## config.mk

```make
export PLATFORM = sky130hd
export DESIGN_NAME = icache_fill
export DESIGN_NICKNAME = d
export VERILOG_FILES = /design/src/rtl/icache_fill.sv
export SDC_FILE = /design/constraint.sdc
export NUM_CORES = 2
export LEC_CHECK = 0
export ABC_CLOCK_PERIOD_IN_PS = 7500
export CAP_MARGIN = 20
export CORE_MARGIN = 2
export CORE_UTILIZATION = 45
export CTS_BUF_LIST = sky130_fd_sc_hd__clkbuf_8
export DETAILED_ROUTE_END_ITERATION = 16
export PLACE_DENSITY = 0.65
export REMOVE_ABC_BUFFERS = 1
export SYNTH_ARGS = -nofsm -noshare
export SYNTH_HDL_FRONTEND = slang
export SYNTH_SLANG_ARGS = --single-unit
```

## constraint.sdc

```tcl
create_clock -name clk -period 7.5 [get_ports clk]
set_clock_uncertainty 0.2 [all_clocks]
set_input_delay 0.75 -clock clk [delete_from_list [all_inputs] [get_ports clk]]
set_output_delay 0.75 -clock clk [all_outputs]
set_load 0.005 [all_outputs]
```

## src/rtl/icache_fill.sv

```systemverilog
// Direct-mapped instruction cache with 4x64-bit line fill and uncached single-beat
// fetch over the cbus arbiter port; bus types live in the package below.
package icache_fill_pkg;
    typedef enum logic [1:0] {
        BURST_FIXED = 2'd0,
        BURST_INCR  = 2'd1
    } cbus_burst_t;

    // size is log2(bytes per beat); len is the number of beats in the burst
    localparam logic [2:0] CBUS_SIZE_8B = 3'd3;
    localparam logic [7:0] CBUS_LEN_1   = 8'd1;
    localparam logic [7:0] CBUS_LEN_4   = 8'd4;

    typedef struct packed {
        logic        valid;
        logic        is_write;
        logic [63:0] addr;
        logic [2:0]  size;
        logic [7:0]  len;
        cbus_burst_t burst;
        logic [7:0]  strobe;
        logic [63:0] data;
    } cbus_req_t;

    typedef struct packed {
        logic        ready;
        logic        last;
        logic [63:0] data;
    } cbus_resp_t;
endpackage

module icache_fill
    import icache_fill_pkg::*;
#(
    parameter int NUM_LINES = 8
) (
    input  logic        clk,
    input  logic        reset,
    input  logic        ireq_valid,
    input  logic [63:0] ireq_addr,
    output logic        iresp_data_ok,
    output logic [31:0] iresp_data,
    input  logic        flush,
    output cbus_req_t   creq,
    input  cbus_resp_t  cresp
);
    localparam int IDX_W = $clog2(NUM_LINES);
    localparam int TAG_W = 64 - 5 - IDX_W;

    typedef enum logic [1:0] {
        IDLE     = 2'd0,
        FILL     = 2'd1,
        UNCACHED = 2'd2,
        DONE     = 2'd3
    } state_t;

    state_t               state_q, state_d;
    logic [NUM_LINES-1:0] valid_q;
    logic [TAG_W-1:0]     tag_q  [NUM_LINES];
    logic [63:0]          data_q [NUM_LINES][4];
    logic [1:0]           beat_q;
    logic                 pending_q;
    logic                 done_unc_q;
    logic [31:0]          unc_q;

    logic                 fill_we, fill_done, unc_done;

    wire [IDX_W-1:0] idx       = ireq_addr[5 +: IDX_W];
    wire [TAG_W-1:0] tag       = ireq_addr[63 -: TAG_W];
    wire [1:0]       beat_sel  = ireq_addr[4:3];
    wire             half_sel  = ireq_addr[2];
    wire             cacheable = ireq_addr[31];
    wire             hit       = valid_q[idx] && (tag_q[idx] == tag);
    wire             unused_ok = &{1'b0, ireq_addr[1:0]};

    function automatic logic [31:0] pick_half(input logic [63:0] w, input logic hi);
        return hi ? w[63:32] : w[31:0];
    endfunction

    always_comb begin
        state_d       = state_q;
        creq          = '0;
        iresp_data_ok = 1'b0;
        iresp_data    = '0;
        fill_we       = 1'b0;
        fill_done     = 1'b0;
        unc_done      = 1'b0;
        case (state_q)
            IDLE: begin
                if (ireq_valid) begin
                    if (!cacheable) begin
                        state_d = UNCACHED;
                    end else if (hit) begin
                        iresp_data_ok = 1'b1;
                        iresp_data    = pick_half(data_q[idx][beat_sel], half_sel);
                    end else begin
                        state_d = FILL;
                    end
                end
            end
            FILL: begin
                creq.valid = 1'b1;
                creq.addr  = {ireq_addr[63:5], 5'b0};
                creq.size  = CBUS_SIZE_8B;
                creq.len   = CBUS_LEN_4;
                creq.burst = BURST_INCR;
                if (cresp.ready) begin
                    fill_we = 1'b1;
                    if (cresp.last) begin
                        fill_done = 1'b1;
                        state_d   = DONE;
                    end
                end
            end
            UNCACHED: begin
                creq.valid = 1'b1;
                creq.addr  = {ireq_addr[63:3], 3'b0};
                creq.size  = CBUS_SIZE_8B;
                creq.len   = CBUS_LEN_1;
                creq.burst = BURST_FIXED;
                if (cresp.ready && cresp.last) begin
                    unc_done = 1'b1;
                    state_d  = DONE;
                end
            end
            DONE: begin
                iresp_data_ok = 1'b1;
                iresp_data    = done_unc_q ? unc_q
                                           : pick_half(data_q[idx][beat_sel], half_sel);
                state_d       = IDLE;
            end
            default: state_d = IDLE;
        endcase
        // While reset is low nothing leaves the block and nothing is captured
        if (!reset) begin
            state_d       = IDLE;
            creq          = '0;
            iresp_data_ok = 1'b0;
            iresp_data    = '0;
            fill_we       = 1'b0;
            fill_done     = 1'b0;
            unc_done      = 1'b0;
        end
    end

    always_ff @(posedge clk) begin
        if (!reset) begin
            state_q    <= IDLE;
            valid_q    <= '0;
            beat_q     <= 2'd0;
            pending_q  <= 1'b0;
            done_unc_q <= 1'b0;
        end else begin
            state_q <= state_d;
            case (state_q)
                IDLE: begin
                    if (flush) valid_q <= '0;
                    // The line is overwritten beat by beat, so drop it before the first beat
                    if (state_d == FILL) valid_q[idx] <= 1'b0;
                    beat_q     <= 2'd0;
                    done_unc_q <= (state_d == UNCACHED);
                end
                FILL: begin
                    if (flush) pending_q <= 1'b1;
                    if (fill_we) beat_q <= beat_q + 2'd1;
                    if (fill_done) begin
                        beat_q       <= 2'd0;
                        valid_q[idx] <= !(pending_q || flush);
                    end
                end
                UNCACHED: begin
                    if (flush) pending_q <= 1'b1;
                end
                DONE: begin
                    if (pending_q || flush) valid_q <= '0;
                    pending_q <= 1'b0;
                end
                default: ;
            endcase
        end
    end

    always_ff @(posedge clk) begin
        if (fill_we) data_q[idx][beat_q] <= cresp.data;
        if (fill_done) tag_q[idx] <= tag;
        if (unc_done) unc_q <= pick_half(cresp.data, half_sel);
    end
endmodule
```

==> impl_results.md <==
- Final net count: around 6,400
- Fin. Hold Viols: 0
- Power Total: 28.8 mW
- Cell Count Post-Placement: just under 9,000
- Clock Path Buffers: 4
- CTS clock-pin slew for the worst setup and hold paths: approximately 0.060 ns
- Leakage component of the power: between 30 and 40 nW
- Number of primary I/O pins: roughly 320
- CP arrival: approximately 5.7 ns
- Largest net degree at the start of global routing: 109
- Final core area utilization: roughly half
- Layout area overhead: 14.1%
- Die ar.: 0.226 sq mm
- Overall overflow remaining after global route: 0
- Proportion of layout cells with a drive suffix above 1: 16.5%
- Primary FF master, synth: sky130_fd_sc_hd__edfxtp_1
- CP endpoint kind: output port
- Worst setup path class: input port to output port
- Clock tree from TritonCTS: done
- Non-filler instance count after layout: 9,554
- Final worst-path cycle share: 88.1%
- Wire length of the first global-routing pass: roughly 420,000 um
- Actual slew at the worst max-slew pin: between 1 and 1.5 ns
- H-Tree Depth: 5
- Core ar.: around 0.22 sq mm
- Count of port buffers added during placement: 231
- TritonRoute pass-1 iters: 6
- Post-cts hold buffer count: 0
- Global placer's final weighted congestion: just under 0.8
- Count of antenna-violating nets left after detailed routing: 0
- Final slew viol count: 0
- CP Max Fanout: 85
- Number of buffers inserted by post-CTS setup repair: 0
- MaxCap Viol Count: 0
- Run status: finished, final reports clean
- Initial antenna violation count: 27
- Number of DRC markers after the initial detailed-route iteration: 8,657
- Count of flip-flops with a built-in enable after synthesis: 2,528
- Proportion of synthesized chip area in sequential cells: 76.1%
- FMAX: ~150 MHz
- Cells after synthesis: 5,784
- Total detailed-routing wirelength: 302,000 um
- Starting utilization of the core area: a little under half
- Via count: approximately 60,000
- # resized after CTS: 0
- Height of the die: between 400 and 500 um
- Startpoint type of the worst setup path: input port
- Die Span X: 476 um
- Clock root buffer: sky130_fd_sc_hd__clkbuf_8
- Crit path required time: approximately 6.6 ns
- Yosys warnings: 0
- Clock latency on the worst-skew pair: 1.11 ns
- Vias in the first global route: 57,000
- Total of flip-flops plus latches after synthesis: 2,542
- Cell variety after synth: 88
- Routed wire per std cell: approximately 32 um
- Routed via count divided by cell count: around 6.2
- RSZ-0062 raised after global routing: false
- Most common cell after layout, fill and taps aside: sky130_fd_sc_hd__edfxtp_1
- Average cell area after synthesis: between 15 and 20 sq um
- GRT Util Overall: 26.2%
- Final setup fails: 0
- Tmin final: 6.61 ns
- Final HPWL DP: approximately 140,000 um
- Number of rows in the core area: ~170
- Number of DRC violations after detailed routing: 0
- Worst relative slew slack: between 10% and 20%
- Number of clock buffers inserted by TritonCTS: ~410
- Power Dens Cells: approximately 250 mW/mm^2
- Post-synthesis instance area: about 0.1 sq mm
- Path class of the lowest-slack min-delay path: input port to flop
- Max IR drop VDD: 0.000206 V
- Share of synthesized flip-flops with an asynchronous set or reset: 0%
- Clock Sink Count: about 2,500
- Leading cell types in the layout, fill and taps excluded: sky130_fd_sc_hd__edfxtp_1, sky130_fd_sc_hd__clkbuf_8, sky130_fd_sc_hd__mux2i_1
==> metal layers <==
layer  part of all wire, %  track usage, %  wire length, um
met1                    38            36.2           116000
met2                    46            40.6           138000
met3                    12            6.33            37100
met4                   3.3            9.03            10000
met5                 0.046               0              140
==> per-stage QoR <==
stage | setup TNS [ns] | worst slack [ns] | hold WS [ns] | area (sq um)
2_1_floorplan | -67.19 | -1.73 | 0.291 | 98000
6_report | 0 | 0.894 | 0.133 | 114000
5_1_grt | 0 | 0.711 | 0.0966 | 114000
3_5_place_dp | 0 | 0.916 | 0.326 | 107000
3_3_place_gp | 0 | 0.903 | 0.320 | 106000
4_1_cts | 0 | 0.878 | 0.0637 | 114000
==> state kept, by name, indices dropped and copies added, names as in the netlist <==
register	count
data_q	2048
valid_q	8
beat_q	2
tag_q	448
pending_q	1
state_q	2
done_unc_q	1
unc_q	32
==> power breakdown <==
part           total, mW  switching, mW  internal, mW
combinational       2.24           1.43         0.807
sequential          15.8         0.0657          15.7
clock               10.8           5.35          5.41
==> final timing paths <==
check	from	endpoint	slack (ns)	cells after the start
setup reg to reg	state_q[1]$_SDFF_PN0_	data_q[1][182]$_DFFE_PP_	3.89	6
hold / removal	cresp[34]	data_q[6][98]$_DFFE_PP_	0.13	1
hold reg to reg	pending_q$_SDFFE_PN0P_	pending_q$_SDFFE_PN0P_	0.35	2
setup / recovery	ireq_addr[6]	iresp_data[17]	0.89	12
==> area by class of cell <==
cell class                 count  area [sq um]
tap                         2975          3720
timing repair buffer         441          4900
clock inverter               296          1420
antenna                       10          25.0
clock buffer                 417          5740
multi-input combinational   2857         22100
inverter                      16          68.8
sequential                  2542         76200
fill                       18000        107000
==> cell usage after synthesis (8+ instances only) <==
master                      count  area [sq um]
sky130_fd_sc_hd__a21boi_0       9          67.6
sky130_fd_sc_hd__o2111ai_1     17           149
sky130_fd_sc_hd__and3_1        18           113
sky130_fd_sc_hd__o21a_1         8          60.1
sky130_fd_sc_hd__buf_6          9           101
sky130_fd_sc_hd__nand2_1      273          1020
sky130_fd_sc_hd__nor3_1        20           100
sky130_fd_sc_hd__a21oi_1      302          1510
sky130_fd_sc_hd__nor2_1       258           968
sky130_fd_sc_hd__and2_1        67           419
sky130_fd_sc_hd__mux2_2       172          1940
sky130_fd_sc_hd__buf_4        143          1070
sky130_fd_sc_hd__buf_2         93           465
sky130_fd_sc_hd__o21ai_0      245          1230
sky130_fd_sc_hd__o211ai_1      28           210
sky130_fd_sc_hd__mux2i_1      379          3790
sky130_fd_sc_hd__a31oi_1       30           188
sky130_fd_sc_hd__xnor2_1       15           131
sky130_fd_sc_hd__a22o_1        75           657
sky130_fd_sc_hd__edfxtp_1    2528         75900
sky130_fd_sc_hd__o2bb2ai_1     37           324
sky130_fd_sc_hd__nor2b_1       12          75.1
sky130_fd_sc_hd__clkbuf_1     161           604
sky130_fd_sc_hd__a222oi_1      13           130
sky130_fd_sc_hd__a221o_1       43           430
sky130_fd_sc_hd__a221oi_1     153          1340
sky130_fd_sc_hd__a2111oi_0     13           114
sky130_fd_sc_hd__nand3_1       55           275
sky130_fd_sc_hd__dfxtp_1       14           280
sky130_fd_sc_hd__o22ai_1       39           244
sky130_fd_sc_hd__o221ai_1      18           158
sky130_fd_sc_hd__inv_1         13          48.8
sky130_fd_sc_hd__mux4_2       126          2840
sky130_fd_sc_hd__buf_1         44           165
sky130_fd_sc_hd__or3_1          8          50.1
sky130_fd_sc_hd__a311oi_2       8           120
sky130_fd_sc_hd__ha_1           9           113
sky130_fd_sc_hd__a22oi_1      183          1370
sky130_fd_sc_hd__nand4_1       12          75.1
sky130_fd_sc_hd__a211oi_1      23           173
==> worst max-delay path, stage by stage <==
cell and delay [ns]:
sky130_fd_sc_hd__buf_8 0.52, sky130_fd_sc_hd__or2_2 0.81, sky130_fd_sc_hd__o22ai_1 0.18, sky130_fd_sc_hd__o21ai_0 0.19, sky130_fd_sc_hd__nor4b_1 0.46, sky130_fd_sc_hd__nand4_1 0.23
sky130_fd_sc_hd__nor4_4 0.51, sky130_fd_sc_hd__nand2_2 0.21, sky130_fd_sc_hd__nor2_8 0.57, sky130_fd_sc_hd__buf_4 0.35, sky130_fd_sc_hd__o2bb2ai_1 0.15, sky130_fd_sc_hd__clkdlybuf4s50_1 0.56
==> logic make-up (layout without fill, tap and decap cells) <==
| family | after synthesis | after routing | share of synthesized area, % |
|---|---|---|---|
| fa+ha+maj | 9 | 9 | 0.112 |
| mux | 682 | 682 | 8.68 |
| simple gates | 758 | 758 | 3.42 |
| flops | 2542 | 2542 | 76.1 |
| xor+xnor | 22 | 22 | 0.192 |
| buf+inv | 468 | 1170 | 2.51 |
| other cells | 1 | 94 | 0.00375 |
| compound gates | 1302 | 1302 | 8.98 |
No activity file was read; power rests on OpenSTA's default activity.
